<file path="src/rtl/mem_access_unit.sv">
// Initiator-side controller for a 32-bit big-endian byte-addressed RAM.
// Serves one byte/half/word load or store at a time; sub-word stores use read-modify-write.
module mem_access_unit #(
  parameter int ADDR_W = 8,
  parameter int DATA_W = 32
) (
  input  logic              clk,
  input  logic              reset_n,
  input  logic              req,
  input  logic              we,
  input  logic [1:0]        size,
  input  logic              sign_ext,
  input  logic [ADDR_W-1:0] addr,
  input  logic [DATA_W-1:0] wdata,
  output logic              busy,
  output logic              done,
  output logic [DATA_W-1:0] rdata,
  output logic              err,
  output logic [ADDR_W-1:0] mem_addr,
  output logic [DATA_W-1:0] mem_wdata,
  input  logic [DATA_W-1:0] mem_rdata,
  output logic              Readmem,
  output logic              Writemem
);

  localparam logic [1:0] SZ_BYTE = 2'b00;
  localparam logic [1:0] SZ_HALF = 2'b01;
  localparam logic [1:0] SZ_WORD = 2'b10;

  typedef enum logic [1:0] {S_IDLE, S_RD, S_WR, S_DONE} state_t;

  // Big-endian lanes: the lowest byte address sits in the most significant bits.
  function automatic logic [4:0] f_lane_shift(input logic [1:0] sz, input logic [1:0] o);
    if (sz == SZ_HALF) return {~o[1], 4'b0000};
    return {~o, 3'b000};
  endfunction

  function automatic logic f_bad(input logic [1:0] sz, input logic [1:0] o);
    return (sz == 2'b11) || (sz == SZ_HALF && o[0]) || (sz == SZ_WORD && o != 2'b00);
  endfunction

  function automatic logic [DATA_W-1:0] f_load(input logic [DATA_W-1:0] word,
                                               input logic [1:0] sz,
                                               input logic [1:0] o,
                                               input logic sx);
    logic [4:0]  sh;
    logic [7:0]  b;
    logic [15:0] h;
    sh = f_lane_shift(sz, o);
    case (sz)
      SZ_BYTE: begin
        b = word[sh +: 8];
        return {{24{sx & b[7]}}, b};
      end
      SZ_HALF: begin
        h = word[sh +: 16];
        return {{16{sx & h[15]}}, h};
      end
      default: return word;
    endcase
  endfunction

  function automatic logic [DATA_W-1:0] f_merge(input logic [DATA_W-1:0] word,
                                                input logic [DATA_W-1:0] wd,
                                                input logic [1:0] sz,
                                                input logic [1:0] o);
    logic [4:0]        sh;
    logic [DATA_W-1:0] mask;
    sh   = f_lane_shift(sz, o);
    mask = (sz == SZ_HALF) ? DATA_W'(16'hFFFF) : DATA_W'(8'hFF);
    return (word & ~(mask << sh)) | ((wd & mask) << sh);
  endfunction

  state_t            r_state;
  logic              r_busy;
  logic              r_done;
  logic              r_err;
  logic              r_rd;
  logic              r_wr;
  logic [DATA_W-1:0] r_rdata;
  logic [ADDR_W-1:0] r_mem_addr;
  logic [DATA_W-1:0] r_mem_wdata;

  logic              r_we;
  logic [1:0]        r_size;
  logic              r_sign_ext;
  logic [1:0]        r_off;
  logic [DATA_W-1:0] r_wdata;

  logic              w_accept;
  logic              w_bad;
  logic [DATA_W-1:0] w_load;
  logic [DATA_W-1:0] w_merge;

  assign w_accept = (r_state == S_IDLE) && req;
  assign w_bad    = f_bad(size, addr[1:0]);
  assign w_load   = f_load(mem_rdata, r_size, r_off, r_sign_ext);
  assign w_merge  = f_merge(mem_rdata, r_wdata, r_size, r_off);

  // Request fields are frozen at acceptance so the core may move on immediately.
  always_ff @(posedge clk) begin
    if (w_accept) begin
      r_we       <= we;
      r_size     <= size;
      r_sign_ext <= sign_ext;
      r_off      <= addr[1:0];
      r_wdata    <= wdata;
    end
  end

  always_ff @(posedge clk or negedge reset_n) begin
    if (!reset_n) begin
      r_state     <= S_IDLE;
      r_busy      <= 1'b0;
      r_done      <= 1'b0;
      r_err       <= 1'b0;
      r_rd        <= 1'b0;
      r_wr        <= 1'b0;
      r_rdata     <= '0;
      r_mem_addr  <= '0;
      r_mem_wdata <= '0;
    end else begin
      r_done <= 1'b0;
      r_rd   <= 1'b0;
      r_wr   <= 1'b0;
      case (r_state)
        S_IDLE: begin
          if (req) begin
            r_busy     <= 1'b1;
            r_mem_addr <= {addr[ADDR_W-1:2], 2'b00};
            if (w_bad) begin
              r_state <= S_DONE;
              r_done  <= 1'b1;
              r_err   <= 1'b1;
              r_rdata <= '0;
            end else if (we && size == SZ_WORD) begin
              r_state     <= S_WR;
              r_wr        <= 1'b1;
              r_mem_wdata <= wdata;
            end else begin
              r_state <= S_RD;
              r_rd    <= 1'b1;
            end
          end
        end
        S_RD: begin
          // RAM read is combinational, so the word is merged or extracted this cycle.
          if (r_we) begin
            r_state     <= S_WR;
            r_wr        <= 1'b1;
            r_mem_wdata <= w_merge;
          end else begin
            r_state <= S_DONE;
            r_done  <= 1'b1;
            r_rdata <= w_load;
          end
        end
        S_WR: begin
          r_state <= S_DONE;
          r_done  <= 1'b1;
        end
        S_DONE: begin
          r_state <= S_IDLE;
          r_busy  <= 1'b0;
          r_err   <= 1'b0;
        end
        default: r_state <= S_IDLE;
      endcase
    end
  end

  assign busy      = r_busy;
  assign done      = r_done;
  assign err       = r_err;
  assign rdata     = r_rdata;
  assign mem_addr  = r_mem_addr;
  assign mem_wdata = r_mem_wdata;
  assign Readmem   = r_rd;
  assign Writemem  = r_wr;

endmodule

</file>
<file path="config.mk">
export PLATFORM = sky130hd
export DESIGN_NAME = mem_access_unit
export DESIGN_NICKNAME = d
export VERILOG_FILES = /design/src/rtl/mem_access_unit.sv
export SDC_FILE = /design/constraint.sdc
export NUM_CORES = 1
export LEC_CHECK = 0
export CORE_MARGIN = 2
export CORE_UTILIZATION = 40
export DETAILED_ROUTE_END_ITERATION = 8
export PLACE_DENSITY = 0.68
export SYNTH_ARGS = -nofsm -noshare
export SYNTH_HDL_FRONTEND = slang
export SYNTH_SLANG_ARGS = --single-unit
</file>
<file path="constraint.sdc">
create_clock -name clk -period 3.45 [get_ports clk]
set_input_delay 0.345 -clock clk [delete_from_list [all_inputs] [get_ports clk]]
set_output_delay 0.345 -clock clk [all_outputs]
set_load 0.01 [all_outputs]
</file>
=== After elaboration in Yosys (flattened, before gate mapping) ===
Cells that the tools add are included.

* $add $sub $neg: 0
* Multiply operators: 0
* Divide/modulo/power cells: 0
* $lt $le $gt $ge: 0
* Equality and inequality tests: 13
* Shift-type cells: 4
* Multiplexer cells: 37
* Bitwise gates (word level): 8
* Reductions and logical operators: 16

{| class="wikitable"
|+ Operator list
! operator !! count
|-
| 32-bit two-way mux || 7
|-
| 32-bit case mux with 2 select lines || 3
|-
| 32-bit by 16-bit AND with 32-bit output || 1
|-
| 32-bit AND || 1
|-
| 32-bit inverter || 1
|-
| 32-bit bitwise OR || 1
|-
| 32-bit by 6-bit variable part select with 16-bit output || 1
|-
| 32-bit by 6-bit variable part select with 8-bit output || 1
|-
| 16-bit by 5-bit left shift with 32-bit output || 1
|-
| 32-bit by 5-bit left shift with 32-bit output || 1
|-
| 1-bit two-way mux || 16
|-
| 16-bit two-way mux || 1
|-
| 5-bit two-way mux || 2
|-
| 2-bit != test, second input constant || 5
|-
| 2-bit == test, second input constant || 4
|-
| 2-bit case mux with 4 select lines || 1
|-
| 2-bit by 1-bit == test with 1-bit output, second input constant || 3
|-
| 2-bit two-way mux || 3
|-
| 1-bit case mux with 2 select lines || 3
|-
| 2-bit nonzero test || 3
|-
| 5-bit AND reduction || 1
|-
| 1-bit logical AND || 4
|-
| 2-bit logical NOT || 2
|-
| 2-bit AND reduction || 2
|-
| 8 further kinds || 10
|}

* Register bits after elaboration: 115
* Bits in latches: 0
* Bits in writable memories: 0
* Bits in read-only memories: 0
* Bits of input ports: 79
* Output and inout port bits: 77
* Word-level logic and storage cells: 92
* Memories kept: 0

=== Logic depth before layout (Yosys ltp) ===
Gate-level depths: netlist of the first run.

* Depth in word-level cells: 9
* Depth in mapped cells: 10
* Gate-level depth less buffers: 7

=== Worst setup path before layout of the first run ===
Ideal clock, no wire load.

* Path kind: register to register
* From: reg r_state[0]
* To: reg r_mem_wdata[5] (netlist: mem_wdata[5])
* Library setup time: 0.127 ns
* Arrival: 1.896 ns
* Data required time: 3.323 ns
* Setup slack: 1.427 ns
* Stages on the path, launching flop included: 11
* Buffers on the path: 3
* Period minus slack after synthesis: 2.023 ns
* Cells stage by stage: dfrtp_1 inv_1 ha_1 buf_4 nand2_4 or4_1 a21o_1 buf_6 buf_6 nand2_1 o21ai_0

* Cells in the longest elaborated chain, start to end: 3
* Elaborated cells on any way between the ends: 9
* Classes of those cells: eq/ne (5); mux (1); reduce/logical (3)

{| class="wikitable"
|+ Ends and longest elaborated chain
! item !! line !! source
|-
| start, declared || 74 || <nowiki>state_t r_state;</nowiki>
|-
| start signal, assigned || 113 || <nowiki>r_state <= S_IDLE;</nowiki>
|-
| start signal, assigned || 132 || <nowiki>r_state <= S_DONE;</nowiki>
|-
| start signal, assigned || 137 || <nowiki>r_state <= S_WR;</nowiki>
|-
| 2-bit by 1-bit == test with 1-bit output or 2-bit logical NOT (tied branches) || 126 || <nowiki>case (r_state)</nowiki>
|-
| 2-bit != test (no source line) (tied with other cells) || n/a ||
|-
| 5-bit AND reduction (no source line) || n/a ||
|-
| end signal, assigned || 139 || <nowiki>r_mem_wdata <= wdata;</nowiki>
|-
| end signal, assigned || 151 || <nowiki>r_mem_wdata <= w_merge;</nowiki>
|-
| end, declared || 82 || <nowiki>logic [DATA_W-1:0] r_mem_wdata;</nowiki>
|}

Parallel ways exist; a longest one is shown, timed or not.
A chain may end at the register's enable or synchronous reset.

=== Final worst setup path of the first run ===
* From: reg r_state[0]
* To: reg r_mem_wdata[12] (netlist: mem_wdata[12])

Same word-level chain as after synthesis.

==> results.md, run 1 <==
- Post-Syn Area: 5220 µm²
- Avg WL per Cell: 19.7 µm
- CP Capture Type: flip-flop
- Min-Delay Path Class: in2async
- Dpl ws: 0.845 ns
- Maximum buffer depth of the clock tree: 2
- FF+latch count, synth: 99
- Post-CTS sizing: 0
- Initial Utilization: 0.412
- Initial antenna violation count: 0
- RSZ-0062 raised after global routing: false
- DP Area: 6820 µm²
- Post-layout util: 0.561
- Hpwl dp: 12200 µm
- Primary FF master, synth: dfrtp_1
- # diodes: 0
- Data arrival, critical path: 2.79 ns
- TritonRoute pass-1 iters: 7
- Outcome: complete, but fails checks
- CTS buffer count: 9
- Setup ws final: 0.872 ns
- Max Slew Vio Count: 0
- Max-cap violations: 0
- Iteration-0 DRC Markers: 535
- Hold_buf cts: 0
- Proportion of layout cells with a drive suffix above 1: 0.122
- Post-route minimum period: 2.58 ns
- Number of vias per cell: 5.46
- Layout fillers: 1154
- Crit Path Max Fanout: 64
- Final Setup Violations: 0
- Port Buf Inserts: 153
- Vias in the first global route: 4421
- Most frequent cells in the layout: 152 x clkdlybuf4s50_1, 109 x nand2_1, 77 x dfrtp_1, 42 x mux2i_1, 36 x o21ai_0
- Num rows: 41
- H-tree depth: 3
- Slew margin rel.: 0.304
- Syn Inst Count: 511
- CP required: 3.66 ns
- TritonCTS sink count: 99
- Worst slew pin tran: 1.04 ns
- Die Height: 118 µm
- Pwr dens: 789 nW/µm²
- IO Pins: 156
- Layout Nets: 733
- Multi-input logic area: 2400 µm²
- Clock Skew: 0.00866 ns
- CTS tree: yes
- Clk_lat worst skew: 0.35 ns
- Tcrit/Tclk final: 0.747
- Commonest non-fill, non-tap cell in the layout: clkdlybuf4s50_1
- GPL Wtd Cong: 0.903
- Final Power: 0.00561 W
- First-pass GRT wire length: 25400 µm
- Leakage power: 2.98 nW
- Critical path class: reg2reg
- Highest clock rate: 388 MHz
- GRT Residual Overflow: 0
- CORE AREA: 12700 µm²
- Finished Cell Area: 7110 µm²
- Avg Inst Size Synth: 10.2 µm²
- Die outline area: 14000 µm²
- DRT antenna net count: 0
- Largest net degree at the start of global routing: 78
- Drt drc: 1
- Critical Path Source Type: flip-flop
- Hold Vio Cnt, Final: 0
- Violated checks: design-rule violations
- Root buf cell: clkbuf_16
- DR vias: 4510
- Register area share after synthesis: 0.495
- Area grow syn2layout: 36.1%
- Die width: 118 µm
- Wirelength, routed: 16300 µm
- All-Layer GR Usage: 0.234
- Clock slew at reported path FFs: 0.08 ns
- Setup Fix Bufs, Post-CTS: 0
- Max VDD drop: 407 µV
- Distinct cells, synth: 42
- Number of flops mapped to enable cells by yosys: 22
- Ys async rst share: 0.778
- Setup TNS: 0 ns
- Syn. warnings: 0
- Reg area: 2590 µm²
==> layout make-up <==
class / instances / share of cell area
clock buffer: 9 / 0.0317
clock inverter: 7 / 0.00845
inverter: 8 / 0.00423
multi-input combinational: 370 / 0.338
sequential: 99 / 0.364
tap: 172 / 0.0303
timing repair buffer: 161 / 0.224
==> cell families after synthesis <==
logic type / after synthesis / synth area share
AND/OR/NAND/NOR: 160 / 0.131
adder cells (fa/ha/maj): 5 / 0.0120
AO/OA/AOI/OAI: 139 / 0.187
other: 1 / 0.000718
multiplexers: 64 / 0.128
buffers and inverters: 43 / 0.0460
flip-flops: 99 / 0.495
==> worst max-delay path, cell delays in order (launching register included) <==
cell,delay [ns]
dfrtp_1,0.42
inv_1,0.13
ha_1,0.38
nand2_4,0.15
or4_1,0.53
a21o_2,0.21
buf_4,0.33
nand2_1,0.19
o21ai_2,0.06
==> path summary, 6_finish.rpt <==
kind | start | endpoint | slack, ns | depth (start not counted)
hold / removal | reset_n | rdata[15]$_DFFE_PN0P_ | 0.15 | 1
setup / recovery | r_state[0]$_DFFE_PN0N_ | mem_wdata[12]$_DFFE_PN0P_ | 0.87 | 8
hold reg to reg | mem_wdata[10]$_DFFE_PN0P_ | mem_wdata[10]$_DFFE_PN0P_ | 0.48 | 2
max in group asynchronous | reset_n | mem_wdata[26]$_DFFE_PN0P_ | 2.66 | 1
setup reg to reg | r_state[0]$_DFFE_PN0N_ | mem_wdata[12]$_DFFE_PN0P_ | 0.87 | 8
min in group clk | mem_wdata[10]$_DFFE_PN0P_ | mem_wdata[10]$_DFFE_PN0P_ | 0.48 | 2
==> routing by layer <==
metal  global-route usage  share of wire  vias to the layer above
met5                    0              0                        -
met2                0.363           0.47                      208
met1                0.322           0.43                     2161
met4               0.0753          0.025                        0
met3               0.0560          0.083                       32
li1                     -              -                     2109
==> synthesized netlist by cell type, types with 4 or more instances <==
| cell | number | share of area |
|---|---|---|
| dfrtp_1 | 77 | 0.37 |
| o221ai_1 | 9 | 0.015 |
| o21ai_2 | 29 | 0.049 |
| nand3b_1 | 9 | 0.013 |
| o21ai_1 | 4 | 0.0038 |
| inv_1 | 7 | 0.0050 |
| a22o_1 | 17 | 0.029 |
| a221oi_1 | 8 | 0.013 |
| nand2_1 | 109 | 0.078 |
| buf_6 | 7 | 0.015 |
| edfxtp_1 | 22 | 0.13 |
| mux2i_1 | 42 | 0.080 |
| buf_2 | 9 | 0.0086 |
| a21oi_1 | 17 | 0.016 |
| nor3_1 | 10 | 0.0096 |
| o21ai_0 | 36 | 0.034 |
| clkbuf_1 | 12 | 0.0086 |
| mux2_2 | 22 | 0.047 |
| o22ai_1 | 7 | 0.0084 |
| buf_4 | 4 | 0.0058 |
| nor2_1 | 21 | 0.015 |
| a21o_1 | 4 | 0.0058 |
| ha_1 | 5 | 0.012 |
==> sequential cells by signal, summed over array words and instances (netlist names) <==
| signal | cells |
|---|---|
| done | 1 |
| busy | 1 |
| r_size | 2 |
| r_off | 2 |
| r_state | 2 |
| rdata | 32 |
| r_sign_ext | 1 |
| err | 1 |
| r_we | 1 |
| mem_wdata | 32 |
| mem_addr | 6 |
| Writemem | 1 |
| Readmem | 1 |
| r_wdata | 16 |
==> report_power, final <==
part           leakage [nW]  switching [W]  internal [W]  total (W)
clock                 0.136       0.000482      0.000502   0.000984
sequential             1.19       0.000277       0.00165    0.00192
combinational          1.65        0.00138       0.00131    0.00270
total                  2.98        0.00214       0.00346    0.00561
==> through the flow <==
stage          hold WS [ns]  std cells
6_report              0.155        826
4_1_cts               0.197        826
2_1_floorplan        0.0494        512
3_5_place_dp          0.467        810
3_3_place_gp          0.462        810
5_1_grt               0.241        826
No activity file was read; power rests on OpenSTA's default activity.
==> inputs of run 2 (changes only) <==
==> constraint.sdc (replaced) <==
create_clock -name clk -period 2.7 [get_ports clk]
set_input_delay 0.27 -clock clk [delete_from_list [all_inputs] [get_ports clk]]
set_output_delay 0.27 -clock clk [all_outputs]
set_load 0.01 [all_outputs]
==> run 2 against run 1 <==
  * The run now ends clean
  * Total power rose by 31%
  * Design area rose by 1.3%
  * Clock-buffer cell count did not move
  * Hold slack got worse by 0.069 ns
  * Sequential share of layout area fell by 0.46 points
  * Utilization rose by 0.71 points
==> results.md, run 2 (synthesis results as in run 1) <==
- Critical Path Source Type: flip-flop
- Maximum buffer depth of the clock tree: 2
- Area grow syn2layout: 37.8%
- Wirelength, routed: 16100 µm
- Setup Fix Bufs, Post-CTS: 0
- First-pass GRT wire length: 25300 µm
- Outcome: finished clean
- Largest net degree at the start of global routing: 78
- Initial antenna violation count: 0
- Max-cap violations: 0
- Drt drc: 0
- Critical R2R Launch: r_state[0]$_DFFE_PN0N_
- Met3 WL: 1030 µm
- Post-route minimum period: 2.36 ns
- Die outline area: 14000 µm²
- Max Slew Vio Count: 0
- Layout fillers: 1105
- Leakage power: 3.03 nW
- Die width: 118 µm
- Die Height: 118 µm
- DRT antenna net count: 0
- All-Layer GR Usage: 0.232
- Max Used Layer: met4
- Commonest non-fill, non-tap cell in the layout: clkdlybuf4s50_1
- Hpwl dp: 12100 µm
- Critical path class: reg2reg
- CP required: 2.91 ns
- Worst r2r path cells: 8
- R2R Path End: mem_wdata[6]$_DFFE_PN0P_
- Highest clock rate: 424 MHz
- FF-to-FF setup slack: 0.34 ns
- Clock slew at reported path FFs: 0.07 ns
- Pwr dens: 1020 nW/µm²
- H-tree depth: 3
- Data arrival, critical path: 2.57 ns
- GRT Residual Overflow: 0
- Proportion of layout cells with a drive suffix above 1: 0.129
- Slew margin rel.: 0.341
- IO Pins: 156
- CP Capture Type: flip-flop
- CORE AREA: 12700 µm²
- Port Buf Inserts: 153
- Vias in the first global route: 4546
- CTS buffer count: 9
- Wl on met1: 7010 µm
- Post-CTS sizing: 0
- Met2 Wirelength: 7780 µm
- RSZ-0062 raised after global routing: false
- Layout Nets: 739
- Max VDD drop: 528 µV
- CTS tree: yes
- Dpl ws: 0.380 ns
- Clk_lat worst skew: 0.34 ns
- Hold Vio Cnt, Final: 0
- Iteration-0 DRC Markers: 419
- TritonRoute pass-1 iters: 5
- Worst slew pin tran: 0.988 ns
- Number of vias per cell: 5.41
- GPL Wtd Cong: 0.874
- Avg WL per Cell: 19.4 µm
- TritonCTS sink count: 99
- # diodes: 0
- Num rows: 41
- Most frequent cells in the layout: 152 x clkdlybuf4s50_1, 109 x nand2_1, 77 x dfrtp_1, 42 x mux2i_1, 36 x o21ai_0
- Crit Path Max Fanout: 64
- Post-layout util: 0.568
- Min-Delay Path Class: in2async
- Initial Utilization: 0.412
- Setup TNS: 0 ns
- Setup ws final: 0.341 ns
- Final Setup Violations: 0
- Tcrit/Tclk final: 0.874
- Final Power: 0.00732 W
- DR vias: 4505
- Clock Skew: 0.00398 ns
- Hold Slack: 0.0861 ns
- Hold_buf cts: 0
- Root buf cell: clkbuf_16
run 2: cell count changes in the layout (fill, tap and decap cells not counted), sizes merged:
cell    previous run  this run
clkinv             3         4
bufinv             0         2
inv               10         7
buf                9        15
run 2: how the worst max path moves through the flow:
stage	from	end	slack (ns)	cells past startpoint
final	r_state[0]$_DFFE_PN0N_	mem_wdata[6]$_DFFE_PN0P_	0.34	8
after global routing	r_state[0]$_DFFE_PN0N_	mem_wdata[6]$_DFFE_PN0P_	0.16	8
after CTS	r_state[0]$_DFFE_PN0N_	mem_wdata[6]$_DFFE_PN0P_	0.34	8
after detailed placement	r_state[0]$_DFFE_PN0N_	mem_wdata[0]$_DFFE_PN0P_	0.38	8
after global placement	req	mem_wdata[13]$_DFFE_PN0P_	0.45	7
after floorplan	r_state[0]$_DFFE_PN0N_	mem_wdata[5]$_DFFE_PN0P_	0.68	10
run 2: metrics by stage:
step / instances / cell area [µm²]
final: 832 / 7200
after global routing: 832 / 7200
after CTS: 832 / 7200
after detailed placement: 816 / 6880
after global placement: 816 / 6880
after floorplan: 512 / 5230
run 2: worst max-delay path, stage by stage, from the launching register on:
cell and delay [ns]:
dfrtp_1 0.42, inv_1 0.13, ha_1 0.37, nand2_4 0.15, or4_1 0.53, a21o_2 0.23
buf_12 0.20, nand2_1 0.10, o21ai_0 0.08
run 2: per-layer routing:
metal | global-route usage | vias up
met5 | 0 | -
met4 | 0.0708 | 0
met3 | 0.0396 | 20
met2 | 0.374 | 209
met1 | 0.321 | 2153
li1 | - | 2123
run 2: final cells by class:
class                   count  area, µm²  area share
flip-flops and latches     99       2590       0.360
multi-input cells         370       2400       0.333
inverters                   8       30.0     0.00417
clock inverters             7       92.6      0.0129
clock buffers               9        225      0.0313
repair buffers            167       1650       0.229
well taps                 172        215      0.0299
run 2: report_power, final:
part | total, W | internal (W) | switching, W | leakage (nW)
logic | 0.00350 | 0.00172 | 0.00179 | 1.69
registers | 0.00244 | 0.00210 | 0.000337 | 1.19
clock network | 0.00138 | 0.000809 | 0.000570 | 0.149
==> inputs of run 3 (changes only) <==
--- a/config.mk
+++ b/config.mk
@@ -7,6 +7,7 @@
 export LEC_CHECK = 0
 export CORE_MARGIN = 2
 export CORE_UTILIZATION = 40
+export CTS_BUF_LIST = sky130_fd_sc_hd__clkbuf_16
 export DETAILED_ROUTE_END_ITERATION = 8
 export PLACE_DENSITY = 0.68
 export SYNTH_ARGS = -nofsm -noshare
==> results of run 3 <==
Same layout as run 2: the final DEF is identical, and so are final timing and power.
